[config.mk]
export PLATFORM = sky130hd
export DESIGN_NAME = i2c_target_regs
export DESIGN_NICKNAME = d
export VERILOG_FILES = /design/src/rtl/i2c_target_regs_pkg.sv /design/src/rtl/i2c_target_regs_line_sync.sv /design/src/rtl/i2c_target_regs.sv
export SDC_FILE = /design/constraint.sdc
export NUM_CORES = 1
export LEC_CHECK = 0
export CAP_MARGIN = 20
export CORE_ASPECT_RATIO = 1.25
export CORE_MARGIN = 2
export CORE_UTILIZATION = 51
export DETAILED_ROUTE_END_ITERATION = 16
export PLACE_DENSITY = 0.81
export SYNTH_ARGS = -nofsm -noshare
export SYNTH_HDL_FRONTEND = slang
export SYNTH_SLANG_ARGS = --single-unit
[constraint.sdc]
create_clock -name clk -period 2.07 [get_ports clk]
set_input_delay 0.414 -clock clk [delete_from_list [all_inputs] [get_ports clk]]
set_output_delay 0.414 -clock clk [all_outputs]
set_load 0.1 [all_outputs]
[src/rtl/i2c_target_regs_pkg.sv]
// Shared definitions for the I2C target register block: FSM states,
// acknowledge levels and pointer helpers.
package i2c_target_regs_pkg;

   // Protocol phases of the target.
   typedef enum logic [3:0] {
      IDLE,
      ADDR,
      ACK_ADDR,
      PTR,
      ACK_PTR,
      WRITE,
      ACK_WR,
      READ,
      MACK,
      IGNORE
   } state_t;

   // Acknowledge levels as seen on SDA.
   localparam logic ACK  = 1'b0;
   localparam logic NACK = 1'b1;

   localparam int PTR_W     = 2;
   localparam int BIT_CNT_W = 4;

   // Register pointer increment, wrapping at the register count.
   function automatic logic [PTR_W-1:0] next_ptr(input logic [PTR_W-1:0] ptr,
                                                 input int nregs);
      return (int'(ptr) == nregs - 1) ? '0 : ptr + 1'b1;
   endfunction

endpackage

[src/rtl/i2c_target_regs_line_sync.sv]
// Brings SCL/SDA into the clk domain through 2-FF synchronizers and derives
// SCL edges plus START/STOP bus conditions from the synchronized values.
module i2c_target_regs_line_sync (
   input  logic clk,
   input  logic reset,
   input  logic scl_in,
   input  logic sda_in,
   output logic sda,
   output logic scl_rise,
   output logic scl_fall,
   output logic start_det,
   output logic stop_det
);

   // [0],[1] form the synchronizer, [2] holds the previous synchronized value.
   logic [2:0] scl_sync_q, scl_sync_d;
   logic [2:0] sda_sync_q, sda_sync_d;
   logic       scl_s, scl_p, sda_p;

   // Shift the pad values through the synchronizer chain.
   always_comb begin
      scl_sync_d = {scl_sync_q[1:0], scl_in};
      sda_sync_d = {sda_sync_q[1:0], sda_in};
   end

   // Synchronizer flops; idle bus level is high on both lines.
   // NOTE: sequential state uses non-blocking assignments so every flop
   // samples its pre-edge inputs, independent of statement order.
   always_ff @(posedge clk or posedge reset) begin
      if (reset) begin
         scl_sync_q <= 3'b111;
         sda_sync_q <= 3'b111;
      end else begin
         scl_sync_q <= scl_sync_d;
         sda_sync_q <= sda_sync_d;
      end
   end

   assign scl_s = scl_sync_q[1];
   assign scl_p = scl_sync_q[2];
   assign sda   = sda_sync_q[1];
   assign sda_p = sda_sync_q[2];

   assign scl_rise  =  scl_s & ~scl_p;
   assign scl_fall  = ~scl_s &  scl_p;
   // Bus conditions only count while SCL has been high for two samples.
   assign start_det = scl_s & scl_p &  sda_p & ~sda;
   assign stop_det  = scl_s & scl_p & ~sda_p &  sda;

endmodule

[src/rtl/i2c_target_regs.sv]
// I2C target with a 4x8-bit register file. Write: address, pointer byte,
// then data bytes with auto-increment. Read: bytes from the current pointer
// with auto-increment while the master ACKs. SDA is open-drain: the pad
// wrapper does  assign sda = sda_oe ? 1'b0 : 1'bz.
module i2c_target_regs
   import i2c_target_regs_pkg::*;
#(
   parameter logic [6:0]  DEV_ADDR  = 7'h48,
   parameter int          NREGS     = 4,
   parameter logic [31:0] RESET_VAL = 32'h0
) (
   input  logic        clk,
   input  logic        reset,
   input  logic        scl_in,
   input  logic        sda_in,
   output logic        sda_oe,
   output logic [31:0] out,
   output logic        busy,
   output logic        wr_strb
);

   logic sda, scl_rise, scl_fall, start_det, stop_det;

   i2c_target_regs_line_sync u_line_sync (
      .clk       (clk),
      .reset     (reset),
      .scl_in    (scl_in),
      .sda_in    (sda_in),
      .sda       (sda),
      .scl_rise  (scl_rise),
      .scl_fall  (scl_fall),
      .start_det (start_det),
      .stop_det  (stop_det)
   );

   state_t               state_q, state_d;
   logic [BIT_CNT_W-1:0] cnt_q, cnt_d;
   logic [7:0]           shift_q, shift_d;
   logic                 rw_q, rw_d;
   logic [PTR_W-1:0]     ptr_q, ptr_d;
   logic [31:0]          regs_q, regs_d;
   logic                 sda_oe_q, sda_oe_d;
   logic                 busy_q, busy_d;
   logic                 wr_strb_q, wr_strb_d;

   logic [7:0] rx_byte;
   logic [7:0] rd_byte;

   assign rx_byte = {shift_q[6:0], sda};
   assign rd_byte = regs_q[{ptr_q, 3'b000} +: 8];

   // Next-state and datapath: bus conditions first, then per-state bit handling.
   // NOTE: every variable gets a default at the top of the block so no path
   // leaves one unassigned, which would otherwise infer a latch.
   always_comb begin
      state_d   = state_q;
      cnt_d     = cnt_q;
      shift_d   = shift_q;
      rw_d      = rw_q;
      ptr_d     = ptr_q;
      regs_d    = regs_q;
      sda_oe_d  = sda_oe_q;
      busy_d    = busy_q;
      wr_strb_d = 1'b0;

      if (stop_det) begin
         state_d  = IDLE;
         busy_d   = 1'b0;
         sda_oe_d = 1'b0;
         cnt_d    = '0;
      end else if (start_det) begin
         // Repeated START lands here too; the pointer is deliberately kept.
         state_d  = ADDR;
         busy_d   = 1'b1;
         sda_oe_d = 1'b0;
         cnt_d    = '0;
      end else begin
         unique case (state_q)
            IDLE, IGNORE: begin
            end

            ADDR, PTR, WRITE: begin
               if (scl_rise) begin
                  shift_d = rx_byte;
                  cnt_d   = cnt_q + 1'b1;
                  if (cnt_q == BIT_CNT_W'(7)) begin
                     cnt_d = '0;
                     if (state_q == ADDR) begin
                        if (rx_byte[7:1] == DEV_ADDR) begin
                           state_d = ACK_ADDR;
                           rw_d    = rx_byte[0];
                        end else begin
                           state_d = IGNORE;
                        end
                     end else if (state_q == PTR) begin
                        ptr_d   = rx_byte[PTR_W-1:0];
                        state_d = ACK_PTR;
                     end else begin
                        regs_d[{ptr_q, 3'b000} +: 8] = rx_byte;
                        wr_strb_d = 1'b1;
                        ptr_d     = next_ptr(ptr_q, NREGS);
                        state_d   = ACK_WR;
                     end
                  end
               end
            end

            // cnt 0: drive ACK on the first fall; cnt 1: the next fall ends it.
            ACK_ADDR, ACK_PTR, ACK_WR: begin
               if (scl_fall) begin
                  if (cnt_q == '0) begin
                     sda_oe_d = 1'b1;
                     cnt_d    = BIT_CNT_W'(1);
                  end else begin
                     sda_oe_d = 1'b0;
                     cnt_d    = '0;
                     if (state_q == ACK_ADDR && rw_q) begin
                        // The read byte is loaded on the fall that ends the ACK.
                        state_d  = READ;
                        shift_d  = {rd_byte[6:0], 1'b0};
                        sda_oe_d = ~rd_byte[7];
                        cnt_d    = BIT_CNT_W'(1);
                     end else if (state_q == ACK_ADDR) begin
                        state_d = PTR;
                     end else begin
                        state_d = WRITE;
                     end
                  end
               end
            end

            // cnt counts bits already driven; 0 means load the byte first.
            READ: begin
               if (scl_fall) begin
                  if (cnt_q == '0) begin
                     shift_d  = {rd_byte[6:0], 1'b0};
                     sda_oe_d = ~rd_byte[7];
                     cnt_d    = BIT_CNT_W'(1);
                  end else if (cnt_q == BIT_CNT_W'(8)) begin
                     sda_oe_d = 1'b0;
                     cnt_d    = '0;
                     state_d  = MACK;
                  end else begin
                     sda_oe_d = ~shift_q[7];
                     shift_d  = {shift_q[6:0], 1'b0};
                     cnt_d    = cnt_q + 1'b1;
                  end
               end
            end

            MACK: begin
               if (scl_rise) begin
                  if (sda == ACK) begin
                     ptr_d   = next_ptr(ptr_q, NREGS);
                     cnt_d   = '0;
                     state_d = READ;
                  end else begin
                     state_d = IGNORE;
                  end
               end
            end

            default: state_d = IDLE;
         endcase
      end
   end

   // State and datapath registers, all returned to their idle values on reset.
   // NOTE: the register file is reset as well, since its reset contents are
   // part of the visible behaviour on the out port.
   always_ff @(posedge clk or posedge reset) begin
      if (reset) begin
         state_q   <= IDLE;
         cnt_q     <= '0;
         shift_q   <= '0;
         rw_q      <= 1'b0;
         ptr_q     <= '0;
         regs_q    <= RESET_VAL;
         sda_oe_q  <= 1'b0;
         busy_q    <= 1'b0;
         wr_strb_q <= 1'b0;
      end else begin
         state_q   <= state_d;
         cnt_q     <= cnt_d;
         shift_q   <= shift_d;
         rw_q      <= rw_d;
         ptr_q     <= ptr_d;
         regs_q    <= regs_d;
         sda_oe_q  <= sda_oe_d;
         busy_q    <= busy_d;
         wr_strb_q <= wr_strb_d;
      end
   end

   assign sda_oe  = sda_oe_q;
   assign out     = regs_q;
   assign busy    = busy_q;
   assign wr_strb = wr_strb_q;

endmodule

==> results of run 1 <==
[final timing paths]
check                                       endpoint                      start  cells after the start  slack, ns
hold / removal             u_line_sync.scl_sync_q[1]  u_line_sync.scl_sync_q[0]                      0       0.36
max in group asynchronous  u_line_sync.scl_sync_q[1]                      reset                      3       1.31
hold reg to reg            u_line_sync.scl_sync_q[1]  u_line_sync.scl_sync_q[0]                      0       0.36
setup reg to reg                          state_q[3]                   cnt_q[0]                      7       0.07
setup / recovery                          state_q[3]                   cnt_q[0]                      7       0.07
min in group asynchronous                    out[25]                      reset                      3       0.46
[area by class of cell]
| cell class | count | area share, % |
|---|---|---|
| inverter | 9 | 0.808 |
| multi-input combinational | 272 | 43.9 |
| clock buffer | 12 | 3.47 |
| tap | 90 | 2.69 |
| sequential | 60 | 36.1 |
| timing repair buffer | 63 | 11.8 |
| clock inverter | 4 | 1.20 |
[kinds of logic (layout without fill, tap and decap cells)]
group                      count (synthesis)  in the layout  share of synthesized area, %
buffers and inverters                     32             88                          6.23
DFF                                       60             60                          42.4
AOI/OAI and AO/OA                         90             90                          16.3
adders and majority gates                  8              8                          2.82
and+or+nand+nor                          145            145                          21.1
muxes                                     28             28                          10.9
xor gates and xnor gates                   1              1                         0.246
[layout by cell type (no fill, tap or decap), types with 7 or more instances in the layout]
cell type and n:
sky130_fd_sc_hd__nand2_1 80, sky130_fd_sc_hd__mux4_2 7, sky130_fd_sc_hd__buf_4 59, sky130_fd_sc_hd__nor3_1 9, sky130_fd_sc_hd__dfrtp_1 53, sky130_fd_sc_hd__mux2i_1 18, sky130_fd_sc_hd__ha_1 7, sky130_fd_sc_hd__nor2_1 14
sky130_fd_sc_hd__clkbuf_8 10, sky130_fd_sc_hd__a21oi_1 15, sky130_fd_sc_hd__inv_1 7, sky130_fd_sc_hd__o21ai_0 41
[report_power, final]
group / internal (uW) / switching [uW]
sequential: 1340 / 304
clock: 588 / 461
combinational: 887 / 1190
[per-layer routing]
layer	up-vias	track usage, %	part of all wire, %
li1	1399	-	-
met1	1452	28.7	39
met2	108	40.4	52
met3	31	4.46	5.3
met4	0	13.5	3.3
met5	-	0	0
[worst reg2reg max path, delay by kind of cell, from the launching register on]
family / cells / cell delay (ns)
buffers and inverters: 1 / 0.10
AO/OA/AOI/OAI: 3 / 0.55
flip-flops: 1 / 0.39
adder cells (fa/ha/maj): 1 / 0.21
multiplexers: 1 / 0.24
AND/OR/NAND/NOR: 1 / 0.43
[sequential cells by signal, indices dropped and copies added, names as in the netlist]
signal                  cells
state_q                     4
rw_q                        1
u_line_sync.sda_sync_q      3
sda_oe                      1
shift_q                     8
wr_strb                     1
u_line_sync.scl_sync_q      3
cnt_q                       4
busy                        1
ptr_q                       2
out                        32
[repair_timing]
| action | CTS | global route |
|---|---|---|
| resized for setup | 0 | 7 |
| setup endpoints to repair | 0 | 18 |
| hold buffers | 0 | 0 |
[per-stage QoR]
stage	util, %	instance area [um2]	power [uW]	hold slack [ns]
after floorplan	-	3560	3160	0.345
after detailed placement	58.0	3970	3680	0.347
after global placement	58.0	3970	3600	0.346
final	61.1	4180	4770	0.356
after CTS	60.9	4170	4750	0.357
after global routing	61.1	4180	5050	0.359
==> results.txt, run 1 <==
----------------------------------------------------
[Setup path]
  Cell with the most instances on the worst path ... sky130_fd_sc_hd__a221oi_2
  Largest delay contributor family on the critical path ... compound AO/OA/AOI/OAI gates
  CP Buf/Inv Count ... 1
  Nature of the critical path startpoint ... flip-flop
  Capturing element type of the critical path ... flip-flop
  Crit path DAT ... 2.25 ns
  Worst path max stage delay ... 0.43 ns
  Slowest-stage cell, CP ... sky130_fd_sc_hd__or3b_4
  Crit-path cells ... inv_1, ha_2, or3b_4, a221oi_2, a221oi_2, o21ai_2, mux2i_1
  Required time of the worst setup path ... 2.32 ns
  Max Fanout on Critical Path ... 6
  Type of the setup path with the least slack ... reg2reg

[Detailed routing]
  Routed WL ... 8750 um
  Remaining antenna violation count ... 0
  Via density per instance ... 5.86
  Average routed wire per standard cell ... 17.2 um
  Overall via count from detail_route ... 2,990
  Violation count after the first detailed-route iteration ... 174
  Number of design rule violations left after detail routing ... 0
  Number of detailed-route iterations in the first pass ... 4

[Floorplanning]
  Area of the core ... 6850 um2
  Die width ... 78.7 um
  Top Ports ... 39
  Site Rows ... 34
  Starting density of the core ... 51.9%
  DIE AREA ... 7660 um2
  Die height ... 97.4 um

[Clock tree]
  Clock tree from TritonCTS ... built
  Insertion delay to the later sink of the worst-skew pair ... 0.34 ns
  Maximum number of buffers from clock root to sink ... 2
  CTS H-Tree Depth ... 3
  Clock transition time at the flip-flop clock pins of the worst setup and hold paths ... 0.07 ns
  Number of buffers inserted during clock tree synthesis ... 9
  Clock root cell ... sky130_fd_sc_hd__clkbuf_8
  CTS sink cnt ... 60
  Post-CTS Repair Setup Buffers ... 0

[GRT]
  Largest net degree at the start of global routing ... 61
  Aggregate global routing overflow ... 0
  Via count of the first global-routing pass ... 2,937
  Initial antenna violation count ... 0
  Overall fraction of global-route tracks in use ... 24.1%
  Global-route wire length before repair ... 14,300 um

[Final layout]
  Layout overhead on the synthesized area ... 17.6%
  Share of post-route cells with drive strength above 1 ... 27.6%
  Multi-input combinational cell area ... 1840 um2
  Sequential cell area ... 1510 um2
  Count of antenna diodes in the layout ... 0
  Filler cells ... 552
  Number of nets at the end of the flow ... 427
  Layout Cells excl Fill ... 510

[Timing]
  Clock period minus final worst setup slack ... 2.00 ns
  Final worst-path setup slack ... 0.0679 ns
  Final Slew Violations ... 0
  Max Clock Skew ... 0.00974 ns
  Final setup viols ... 0
  Summed negative setup slack over all endpoints ... 0 ns
  Count of final hold-check violations ... 0
  Headroom to the max-slew limit ... 60.4%
  Max frequency ... 499 MHz
  Setup repair after global routing missed its margin ... false
  Share of the cycle needed by the critical path after routing ... 96.7%
  Tightest Pin Transition ... 0.591 ns

[Synth]
  Largest cells by area after synthesis ... sky130_fd_sc_hd__dfrtp_1 (38%), sky130_fd_sc_hd__nand2_1 (8.4%), sky130_fd_sc_hd__o21ai_0 (5.8%)
  Average footprint of a synthesized cell ... 9.77 um2
  Largest area contributor in the synthesized netlist ... sky130_fd_sc_hd__dfrtp_1
  Synth async-reset ratio ... 100%
  Part of the Yosys area used for sequential elements ... 42.4%
  Number of warnings issued by yosys ... 0
  Gate count after technology mapping ... 364
  Number of synthesized register bits ... 60
  Number of nets produced by synthesis ... 376
  Most common cell in the synthesized netlist ... sky130_fd_sc_hd__nand2_1
  Fraction of synthesized cell area taken by the top area cell type ... 38.0%
  Number of enable-type register cells in the synthesized netlist ... 0
  Netlist cell types ... 65
  Commonest cells in the synthesized netlist ... sky130_fd_sc_hd__nand2_1 (80), sky130_fd_sc_hd__dfrtp_1 (54), sky130_fd_sc_hd__o21ai_0 (41)
  Prevailing post-synth register cell ... sky130_fd_sc_hd__dfrtp_1
  Netlist area before placement ... 3560 um2

[Place]
  Detailed-placement wirelength estimate ... 6210 um
  Number of buffer cells added on primary ports ... 38
  Minimum setup slack after placement ... 0.0414 ns
  Post-Place Cells ... 494
  Placer congestion estimate ... 0.891

[Flow run]
  Count of maximum capacitance violations ... 0

[Power]
  Power per unit of standard cell area ... 1140 nW/um2
  P_leak ... 0.00182 uW
  Peak ir drop on the vdd network ... 0.826 mV

[Worst hold path]
  Min-delay worst type ... reg2reg

[Outcome]
  Result of the run ... finished, final reports clean

----------------------------------------------------
(Power assumes the default switching activity.)
==> run 2: changes to the inputs <==
--- a/config.mk
+++ b/config.mk
@@ -9,6 +9,7 @@
 export CORE_ASPECT_RATIO = 1.25
 export CORE_MARGIN = 2
 export CORE_UTILIZATION = 51
+export CTS_CLUSTER_DIAMETER = 80
 export DETAILED_ROUTE_END_ITERATION = 16
 export PLACE_DENSITY = 0.81
 export SYNTH_ARGS = -nofsm -noshare
==> results of run 2 <==
No change in the layout: final DEF, timing and power equal those of run 1.
